## src/rtl/gp_timer_arbiter.sv

```systemverilog
// Round-robin arbiter sharing one down-counting delay timer between NUM_REQ requesters.
// Optional macro GP_TIMER_ARBITER_KEEP_EN adds a KEEP input that freezes the running count.
module gp_timer_arbiter #(
  parameter int NUM_REQ = 4,
  parameter int WIDTH   = 8
) (
  input  logic                       CLK,
  input  logic                       nRST,
  input  logic [NUM_REQ-1:0]         REQ,
  input  logic [NUM_REQ*WIDTH-1:0]   DELAY,
`ifdef GP_TIMER_ARBITER_KEEP_EN
  input  logic                       KEEP,
`endif
  output logic [NUM_REQ-1:0]         GNT,
  output logic [NUM_REQ-1:0]         DONE,
  output logic                       BUSY,
  output logic [WIDTH-1:0]           POUT
);

  // state | meaning
  // IDLE  | timer free, arbitrate among REQ
  // RUN   | timer granted to sel_q, counting down
  // FIN   | one-cycle DONE pulse to sel_q
  localparam logic [1:0] S_IDLE = 2'd0;
  localparam logic [1:0] S_RUN  = 2'd1;
  localparam logic [1:0] S_FIN  = 2'd2;

  localparam int SW = $clog2(NUM_REQ);
  localparam logic [SW:0] NREQ_W = (SW+1)'(NUM_REQ);

  logic [1:0]       state_q, state_d;
  logic [SW-1:0]    sel_q, sel_d;
  logic [SW-1:0]    ptr_q, ptr_d;
  logic [WIDTH-1:0] pout_q, pout_d;

  logic [WIDTH-1:0]     delay_a [NUM_REQ];
  logic [2*NUM_REQ-1:0] req_rot;
  logic                 found;
  logic [SW-1:0]        pick;
  logic [SW-1:0]        ptr_inc;
  logic [SW:0]          sum;
  logic                 hold;

  for (genvar g = 0; g < NUM_REQ; g++) begin : g_dly
    assign delay_a[g] = DELAY[g*WIDTH +: WIDTH];
  end

`ifdef GP_TIMER_ARBITER_KEEP_EN
  assign hold = KEEP;
`else
  assign hold = 1'b0;
`endif

  // Rotate so bit 0 is the pointer position; the first set bit wins.
  always_comb begin
    req_rot = {REQ, REQ} >> ptr_q;
    found   = 1'b0;
    pick    = ptr_q;
    sum     = '0;
    for (int k = 0; k < NUM_REQ; k++) begin
      if (!found && req_rot[k]) begin
        found = 1'b1;
        sum   = {1'b0, ptr_q} + (SW+1)'(k);
        if (sum >= NREQ_W) sum = sum - NREQ_W;
        pick  = sum[SW-1:0];
      end
    end
  end

  always_comb begin
    if (pick == SW'(NUM_REQ - 1)) ptr_inc = '0;
    else                          ptr_inc = pick + SW'(1);
  end

  always_comb begin
    state_d = state_q;
    sel_d   = sel_q;
    ptr_d   = ptr_q;
    pout_d  = pout_q;
    case (state_q)
      S_IDLE: begin
        if (found) begin
          state_d = S_RUN;
          sel_d   = pick;
          pout_d  = delay_a[pick];
          ptr_d   = ptr_inc;
        end
      end
      S_RUN: begin
        if (!REQ[sel_q]) begin
          state_d = S_IDLE;
        end else if (hold) begin
          pout_d = pout_q;
        end else if (pout_q == '0) begin
          state_d = S_FIN;
        end else begin
          pout_d = pout_q - WIDTH'(1);
        end
      end
      S_FIN:   state_d = S_IDLE;
      default: state_d = S_IDLE;
    endcase
  end

  always_ff @(posedge CLK) begin
    if (!nRST) begin
      state_q <= S_IDLE;
      sel_q   <= '0;
      ptr_q   <= '0;
      pout_q  <= '0;
    end else begin
      state_q <= state_d;
      sel_q   <= sel_d;
      ptr_q   <= ptr_d;
      pout_q  <= pout_d;
    end
  end

  // Outputs decode registered state only, never REQ or DELAY.
  always_comb begin
    GNT  = '0;
    DONE = '0;
    if (state_q == S_RUN) GNT[sel_q]  = 1'b1;
    if (state_q == S_FIN) DONE[sel_q] = 1'b1;
  end

  assign BUSY = (state_q != S_IDLE);
  assign POUT = pout_q;

endmodule

```

## config.mk

```make
export PLATFORM = sky130hd
export DESIGN_NAME = gp_timer_arbiter
export DESIGN_NICKNAME = d
export VERILOG_FILES = /design/src/rtl/gp_timer_arbiter.sv
export SDC_FILE = /design/constraint.sdc
export NUM_CORES = 1
export LEC_CHECK = 0
export ABC_AREA = 1
export ABC_CLOCK_PERIOD_IN_PS = 4240
export CELL_PAD_IN_SITES_DETAIL_PLACEMENT = 1
export CELL_PAD_IN_SITES_GLOBAL_PLACEMENT = 1
export CORE_ASPECT_RATIO = 1.1
export CORE_MARGIN = 3
export CORE_UTILIZATION = 32
export CTS_CLUSTER_DIAMETER = 50
export DETAILED_ROUTE_END_ITERATION = 12
export PLACE_DENSITY = 0.9
export SLEW_MARGIN = 25
export SYNTH_ARGS = -nofsm -noshare
export SYNTH_HDL_FRONTEND = slang
export SYNTH_SLANG_ARGS = --single-unit
```

## constraint.sdc

```tcl
create_clock -name CLK -period 4.24 [get_ports CLK]
set_clock_uncertainty 0.1 [all_clocks]
set_input_delay 0.848 -clock CLK [delete_from_list [all_inputs] [get_ports CLK]]
set_output_delay 0.848 -clock CLK [all_outputs]
set_load 0.01 [all_outputs]
```

* Yosys cells after proc, flatten, opt, wreduce, memory -nomap -nowiden
Cells that the tools add are included.
Storage, ports and cells: memories kept 0, bits in latches 0, flip-flop bits (word level) 14, memory bits (read-only) 0, memory bits (writable) 0, output and inout port bits 17
Operators by class: reductions and logical operators 14, divide/modulo/power cells 0, multiply operators 0, order comparisons 7, $add $sub $neg 9, shifts and indexed selects 1, bitwise logic cells 1, muxes and demuxes 30, eq/ne operators 7
Operators with widths (number):
- 2-to-1 mux 8 bit | 5
- 2-to-1 mux 2 bit | 12
- binary-select mux 8 bit (select 2 bit) | 1
- one-hot mux 8 bit (2 select lines) | 1
- greater-or-equal comparator 3 bit (second input constant) | 4
- zero test 8 bit | 1
- 2-to-1 mux 4 bit | 2
- right shift 8 x 2 -> 4 bit | 1
- subtractor 2 x 1 -> 2 bit (second input constant) | 4
- subtractor 8 x 1 -> 8 bit (second input constant) | 1
- adder 2 x 2 -> 3 bit (second input constant) | 2
- 2-to-1 mux 1 bit | 6
- inequality test 2 bit (second input constant) | 3
- equality test 2 bit (second input constant) | 2
- logical AND 1 bit | 4
- one-hot mux 2 bit (2 select lines) | 1
- AND reduction 2 bit | 2
- AND reduction 4 bit | 1
- nonzero test 2 bit | 2
- adder 2 x 1 -> 3 bit (second input constant) | 1
- greater-or-equal comparator 2 x 3 -> 1 bit (second input constant) | 1
- zero test 1 bit | 3
- < comparator 2 x 3 -> 1 bit (second input constant) | 1
- inequality test 3 bit (second input constant) | 1
- other kinds (7) | 7

* Longest topological paths before layout
Gate-level depths: netlist (run 1).
word-level depth 17, depth in mapped cells 18, depth with buffers taken out 16

* Least setup slack after synthesis (run 1)
No wires, ideal clock.
path kind input-to-reg, from in REQ[0], to reg ptr_q[1], path buffers 1, library setup time 119 ps, slack 1895 ps, stages 12, arrival time 2125 ps, cells stage by stage nand2_1 nand2_2 o21ai_4 nor2_8 nand2_4 nand2_4 nand2_4 buf_6 inv_2 ha_1 o21ai_0 a21oi_1
Between the ends: cells in the longest elaborated chain, start to end 13, elaborated cells between the ends (all ways) 19
Ends and longest elaborated chain:
- from (decl) | line 9 | input logic [NUM_REQ-1:0] REQ,
- right shift 8 x 2 -> 4 bit * | line 56 | req_rot = {REQ, REQ} >> ptr_q;
- 2-to-1 mux 1 bit | line 61 | if (!found && req_rot[k]) begin
- zero test 1 bit | line 61
- logical AND 1 bit | line 61
- 2-to-1 mux 1 bit | line 61
- zero test 1 bit | line 61
- logical AND 1 bit | line 61
- 2-to-1 mux 1 bit | line 61
- zero test 1 bit | line 61
- logical AND 1 bit | line 61
- 2-to-1 mux 2 bit * | line 61
- net pick[0] | line 39 | logic [SW-1:0] pick;
- adder 2 x 1 -> 2 bit or equality test 2 bit (tied branches) | line 72, 71
- 2-to-1 mux 2 bit * | line 71 | if (pick == SW'(NUM_REQ - 1)) ptr_inc = '0;
- net ptr_inc[1] | line 40 | logic [SW-1:0] ptr_inc;
- to (signal assigned) | line 114 | ptr_q <= ptr_d;
- to (decl) | line 33 | logic [SW-1:0] ptr_q, ptr_d;
Mark *: on every way through the listed nets, which the timed path passes. The rest lies on a longest branch. A chain may end at the register's enable or synchronous reset.

* Worst setup path in the final report (run 1)
from reg state_q[0], to out GNT[2]
Between the ends: cells in the longest elaborated chain, start to end 2
Ends and longest elaborated chain:
- from (decl) | line 31 | logic [1:0] state_q, state_d;
- from (signal assigned) | line 112 | state_q <= state_d;
- equality test 2 x 1 -> 1 bit | line 123 | if (state_q == S_RUN) GNT[sel_q] = 1'b1;
- 2-to-1 mux 4 bit | line 123
- to (decl) | line 14 | output logic [NUM_REQ-1:0] GNT,
No other way between the ends.

==> reports/results.env, run 1 <==
MOST-COMMON-LAYOUT-CELLS='99 x nand2_1, 54 x clkdlybuf4s50_1, 30 x nand3_1, 21 x nor2_1, 16 x a21oi_1'
GLOBAL_ROUTE_TOTAL_USAGE_ACROSS_EVERY_LAYER_PCT=16.9
SYN-CELL-AREA_UM2=1490
DRV_CAP=0
WORST_EP_ARRIVAL_TIME_PS=2080
NUMPLACEDINSTANCES=360
DETAILEDROUTE.FIRSTPASSITERATIONCOUNT=4
CP_DATA_REQUIRED_TIME_PS=3290
DIE_AREA_UM2=5530
DRC=0
CLK_ROOT_BUFFER_CELL='clkbuf_8'
SETUP_VIOLATIONS=0
STD_CELL_ROWS=25
CTS_HOLD_REPAIR.BUFFERS=0
WORSTPATHCELLLIST='inv_1 > nor2_1 > inv_1 > nor2_1 > clkdlybuf4s50_1'
ROUTED_WIRELENGTH_UM=4490
ANTENNA_FOUND_INITIAL=0
LAYOUT_CELLS_SIZED_ABOVE_1_PCT=10.3
WORST_PIN_SLEW_PS=501
FIRST_GLOBAL_VIAS=1854
PERIOD_SHARE_PCT=71.4
NUMBER_OF_CLOCK_SINKS=14
FINAL_UTIL_PCT=47.7
FINAL_TNS_SETUP_PS=0
DETAILROUTE.VIA_COUNT=1784
SYNTH_FF_TYPE='dfxtp_1'
LARGEST_STAGE_DELAY_ON_THE_CRITICAL_PATH_PS=550
TIMING.CRITICAL_PATH.SLOWEST_STAGE_CELL='clkdlybuf4s50_1'
DIE-WIDTH_UM=71.1
WORSTPATHMAXFANOUT=16
CTS_MAX_LEVEL=1
WORST_HOLD_PATH_TYPE='reg -> reg'
CELLPOWERDENSITY_nW_PER_UM2=706
CLOCK_TREE.BUFFER_DEPTH=2
SETUP.WORST_PATH.CLASS='reg -> out'
CHIPHEIGHT_UM=77.7
PLACE_CONGESTION=0.824
GRT_FIRST_PASS_WIRELENGTH_UM=7760
AVGROUTEDWIREPERCELL_UM=12.3
YOSYS_WARNINGS=0
AVERAGE_INSTANCE_AREA_AFTER_SYNTHESIS_UM2=5.77
ASYNC_FLOP_SHARE_PCT=0
YS_SEQ_AREA_SHARE_PCT=18.8
FMAX_GHz=0.330
DRV_SLEW=0
CLKSLEWWORSTSETUPHOLDPATHS_PS=60
STATUS='completed'
GRT_START_MAX_NET_PINS=20
POST-ROUTE-MIN-PERIOD_PS=3030
IO_PINS=55
NUM_CTS_BUFFERS=3
SYN_INST=259
CTS.REPAIR.RESIZED=0
DR_VIAS_CELL=4.90
SYNTH_CELL_TYPES=30
DR.FIRST_ITER.DRC_COUNT=31
AREAGROWTHSYNTHTOFINISH_PCT=41.0
TIMING.CRITICAL_PATH.TO_TYPE='output pin'
NUM-NETS-FINAL=352
FP.COREAREA_UM2=4410
SYNTH.FF_LATCH_COUNT=14
NUM_ANTENNA_CELLS=0
CRIT_BUF_INV=3
HPWLAFTERDP_UM=3650
POST-CTS-SETUP-BUFFERS=0
FILLCELLCOUNT=612
CRITICAL-PATH-TOP-DELAY-FAMILY='buffers and inverters'
FINAL_COMMON_CELL='nand2_1'
MAX-SLEW-MARGIN-REL_PCT=66.6
GRT-OVFL-TOTAL=0
PORT-BUFFER-COUNT=54
CTS_TREE='yes'
FINAL-HOLD-VIOLATION-COUNT=0
MAPPED_NETS=300
FLOORPLAN.INITIALDENSITY_PCT=33.9
DRT.ANTENNA.VIOLATING_NETS=0
PEAKVDDDROP_uV=231
SYNTH_EDF_COUNT=0
WORST_SETUP_PATH_START_KIND='register'
SETUP_REPAIR_AFTER_GLOBAL_ROUTING_MISSED_ITS_MARGIN='no'
INSERTION_DELAY_TO_THE_LATER_SINK_OF_THE_WORST_SKEW_PAIR_PS=250
STATIC-LEAKAGE-POWER_nW=0.981
FINAL-INSTANCE-COUNT-EXCL-FILL=364
-- cell type report --
cell class                 count  area (um^2)  area share, %
multi-input combinational    216         1070           51.0
timing repair buffer          54          541           25.7
sequential                    14          280           13.3
inverter                      22         87.6           4.16
tap                           54         67.6           3.21
clock buffer                   4         55.1           2.61
-- worst register-to-register path, cell delays in order, from the launching register on --
cell and delay [ps]:
dfxtp_1 620, inv_4 110, nand2_2 90, nand3_1 80, nand2_2 140, nand2_2 80, inv_4 100, nand3_4 210
nand2_1 130, nand2_1 70, nand2_2 190, ha_1 260, o21ai_0 160, a21oi_1 60
-- path summary, 6_finish.rpt --
| path | startpoint | end | slack [ps] | cells after the start |
|---|---|---|---|---|
| worst min-delay path | POUT[7]$_SDFFE_PN0P_ | POUT[7]$_SDFFE_PN0P_ | 460 | 2 |
| worst max-delay path | state_q[0]$_SDFFE_PN0P_ | GNT[2] | 1210 | 5 |
| worst max register to register | ptr_q[0]$_SDFFE_PN0P_ | ptr_q[1]$_SDFFE_PN0P_ | 1730 | 13 |
| worst min register to register | POUT[7]$_SDFFE_PN0P_ | POUT[7]$_SDFFE_PN0P_ | 460 | 2 |
-- stage by stage --
stage	instance area, um^2	hold WS, ps	worst slack (ps)	power, mW
after floorplan	1490	447	1900	1.08
after global placement	2050	435	1160	1.34
after detailed placement	2050	445	1060	1.37
after CTS	2110	453	1210	1.51
after global routing	2110	477	962	1.67
final	2110	458	1210	1.49
-- state kept, by name, indices dropped and copies added, names as in the netlist --
signal   flops
ptr_q        2
state_q      2
sel_q        2
POUT         8
-- synthesized netlist by cell type, types with 3 or more instances --
cell | instances | area (um^2)
a21oi_1 | 16 | 80.1
a21oi_2 | 4 | 35.0
dfxtp_1 | 14 | 280
ha_1 | 3 | 37.5
inv_1 | 15 | 56.3
inv_2 | 5 | 18.8
nand2_1 | 99 | 372
nand2_2 | 9 | 56.3
nand2_4 | 3 | 33.8
nand3_1 | 30 | 150
nor2_1 | 21 | 78.8
o21ai_0 | 8 | 40.0
o21ai_1 | 8 | 40.0
-- routing by layer --
layer / track usage [%] / vias up / wire length (um)
li1: - / 932 / -
met1: 19.5 / 804 / 1970
met2: 31.3 / 46 / 2290
met3: 2.72 / 2 / 188
met4: 4.89 / 0 / 37
met5: 0 / - / 0
-- where the power goes --
group | switching [mW] | leakage, nW | internal [mW]
combinational | 0.698 | 0.836 | 0.402
sequential | 0.0736 | 0.116 | 0.183
clock | 0.0495 | 0.0288 | 0.0822
-- cell families (layout without fill, tap and decap cells) --
logic type      count (synthesis)  after routing  synth area share [%]
fa+ha+maj                       3              3                  2.51
simple gates                  171            171                  51.8
compound gates                 38             38                  15.2
flops                          14             14                  18.8
buf+inv                        29             80                  9.30
xor+xnor                        4              4                  2.35
Note: power is estimated with default switching activity, not from simulation.
==> run 2, diff against run 1 <==
- ABC_CLOCK_PERIOD_IN_PS: 4240 -> 2800
- CORE_UTILIZATION: 32 -> 29
- PLACE_DENSITY: 0.9 -> 0.83
- clock period: 4.24 -> 2.8 ns (I/O delays scaled with it)
==> run 2 against run 1 <==
Flip-flop and latch count unchanged. Non-clock buffer count is 6 higher. Core utilization shrank 3.0 points. Worst setup slack worse by 940 ps. Via count increased by 3.4%. Design area is 2.3% higher. Sequential power rose by 52%. First-iteration DRC count is 29% higher. Largest power group unchanged. Highest routed layer unchanged.
==> reports/results.env, run 2 (synthesis gave the netlist of run 1 again) <==
AVGROUTEDWIREPERCELL_UM=13.1
LAYOUT.CELL_AREA.NON_FILLER_UM2=2150
SETUP.WORST_PATH.CLASS='in -> reg'
FINAL_COMMON_CELL='nand2_1'
PEAKVDDDROP_uV=275
LAYOUT_CELLS_SIZED_ABOVE_1_PCT=12.0
SETUP_SLACK_PS=272
WORST_PIN_SLEW_PS=531
DRT.ANTENNA.VIOLATING_NETS=0
CLK_ROOT_BUFFER_CELL='clkbuf_8'
GLOBAL_ROUTE_TOTAL_USAGE_ACROSS_EVERY_LAYER_PCT=17.1
HPWLAFTERDP_UM=3910
CRITICAL-PATH-TOP-CELL-BY-COUNT='nand2_1'
GRT_START_MAX_NET_PINS=19
MIN_DELAY_WORST_ENDPOINT='POUT[7]$_SDFFE_PN0P_'
POST-CTS-SETUP-BUFFERS=0
HIGHEST_LAYER='met4'
CRIT_BUF_INV=2
PLACE_CONGESTION=0.838
POST-PLACE-WS_PS=17.5
CRITICAL-PATH-TOP-DELAY-FAMILY='simple AND/OR/NAND/NOR gates'
AREAGROWTHSYNTHTOFINISH_PCT=44.1
TIMING.CRITICAL_PATH.SLOWEST_STAGE_CELL='clkdlybuf4s50_1'
CELLPOWERDENSITY_nW_PER_UM2=1080
NUMPLACEDINSTANCES=368
NUM-NETS-FINAL=358
ROUTE.MET3.WL_UM=160
FINAL-HOLD-VIOLATION-COUNT=0
NUM_CTS_BUFFERS=3
PERIOD_SHARE_PCT=90.3
PLACED_AREA_UM2=2100
FINAL_TNS_SETUP_PS=0
FINAL-INSTANCE-COUNT-EXCL-FILL=372
DETAILROUTE.VIA_COUNT=1845
CTS.REPAIR.RESIZED=0
DETAILEDROUTE.FIRSTPASSITERATIONCOUNT=4
CLOCK_TREE.BUFFER_DEPTH=2
FP.COREAREA_UM2=4810
NUMBER_OF_CLOCK_SINKS=14
ANTENNA_FOUND_INITIAL=0
DRC=0
TIMING.CRITICAL_PATH.TO_TYPE='register'
POST-ROUTE-MIN-PERIOD_PS=2530
IO_PINS=55
LARGEST_STAGE_DELAY_ON_THE_CRITICAL_PATH_PS=510
NUM_ANTENNA_CELLS=0
WORSTPATHMAXFANOUT=18
CP.DEPTH=13
CP_DATA_REQUIRED_TIME_PS=2840
SETUP_REPAIR_AFTER_GLOBAL_ROUTING_MISSED_ITS_MARGIN='no'
TOTAL_POWER_mW=2.33
MET2_ROUTED_WIRELENGTH_UM=2550
CTS_TREE='yes'
CHIPHEIGHT_UM=81.3
DRV_CAP=0
WORST_EP_ARRIVAL_TIME_PS=2560
CTS_HOLD_REPAIR.BUFFERS=0
DRV_SLEW=0
WORSTPATHCELLLIST='clkdlybuf4s50_1 > nand2_1 > nand2_2 > nand2_1 > nand2_1 > nand3_1 > nand2_1 > nand2_4 > nand2_4 > inv_2 > ha_1 > o21ai_0 > a21oi_1'
DR.FIRST_ITER.DRC_COUNT=40
WL_MET1_UM=2060
GRT-OVFL-TOTAL=0
STD_CELL_ROWS=26
WORST_SETUP_PATH_START_KIND='primary input'
MOST-COMMON-LAYOUT-CELLS='99 x nand2_1, 54 x clkdlybuf4s50_1, 30 x nand3_1, 21 x nor2_1, 16 x a21oi_1'
WORST-R2R-SETUP-SLACK_PS=370
ROUTED_WIRELENGTH_UM=4860
INSERTION_DELAY_TO_THE_LATER_SINK_OF_THE_WORST_SKEW_PAIR_PS=250
WHS_PATH_DEPTH=2
STATIC-LEAKAGE-POWER_nW=1.01
WORSTREG2REGEND='ptr_q[1]$_SDFFE_PN0P_'
HOLDCRITSTARTPOINT='POUT[7]$_SDFFE_PN0P_'
SETUP_VIOLATIONS=0
FMAX_GHz=0.396
GRT_FIRST_PASS_WIRELENGTH_UM=8240
PORT-BUFFER-COUNT=54
RR_WORST_DEPTH=12
FIRST_GLOBAL_VIAS=1902
WORST_HOLD_PATH_TYPE='reg -> reg'
MAX-SLEW-MARGIN-REL_PCT=64.6
CRIT-REG2REG-LAUNCH='ptr_q[0]$_SDFFE_PN0P_'
DIE_AREA_UM2=6050
FLOORPLAN.INITIALDENSITY_PCT=31.0
LARGEST_REGISTER_FF_COUNT=8
STATUS='completed'
DR_VIAS_CELL=4.96
FINAL_UTIL_PCT=44.7
CTS_MAX_LEVEL=1
CLKSLEWWORSTSETUPHOLDPATHS_PS=60
DIE-WIDTH_UM=74.4
HOLD_SLACK_PS=452
==> run 2: cell types whose count changed in the layout (fill, tap and decap cells not counted) <==
cell and delta:
buf_4 +6
==> run 2: final cells by class <==
class	count	area (um^2)
Multi-Input combinational cell	216	1070
Inverter	22	87.6
Clock buffer	4	55.1
Tap cell	56	70.1
Sequential cell	14	280
Timing Repair Buffer	60	586
Fill cell	673	2660
==> run 2: worst register-to-register path, delay by kind of cell (launching register included) <==
family | cells | cell delay [ps]
buffers and inverters | 1 | 70
AND/OR/NAND/NOR | 8 | 1000
AO/OA/AOI/OAI | 2 | 220
adder cells (fa/ha/maj) | 1 | 260
flip-flops | 1 | 650
==> run 2: worst max path at each step <==
stage / startpoint / end
after floorplan: REQ[0] / ptr_q[1]$_SDFFE_PN0P_
after CTS: REQ[0] / ptr_q[1]$_SDFFE_PN0P_
final: REQ[0] / ptr_q[1]$_SDFFE_PN0P_
after global placement: REQ[0] / ptr_q[1]$_SDFFE_PN0P_
after detailed placement: REQ[0] / ptr_q[1]$_SDFFE_PN0P_
after global routing: REQ[0] / ptr_q[1]$_SDFFE_PN0P_
==> run 2: layer usage <==
layer / GRT usage (%) / vias to the layer above
li1: - / 948
met1: 19.0 / 848
met2: 33.3 / 42
met3: 0.990 / 7
met4: 6.05 / 0
met5: 0 / -
==> run 2: where the power goes <==
group | switching [mW] | total [mW] | internal (mW)
Combinational | 1.08 | 1.74 | 0.662
Clock | 0.0788 | 0.204 | 0.125
Sequential | 0.113 | 0.390 | 0.277
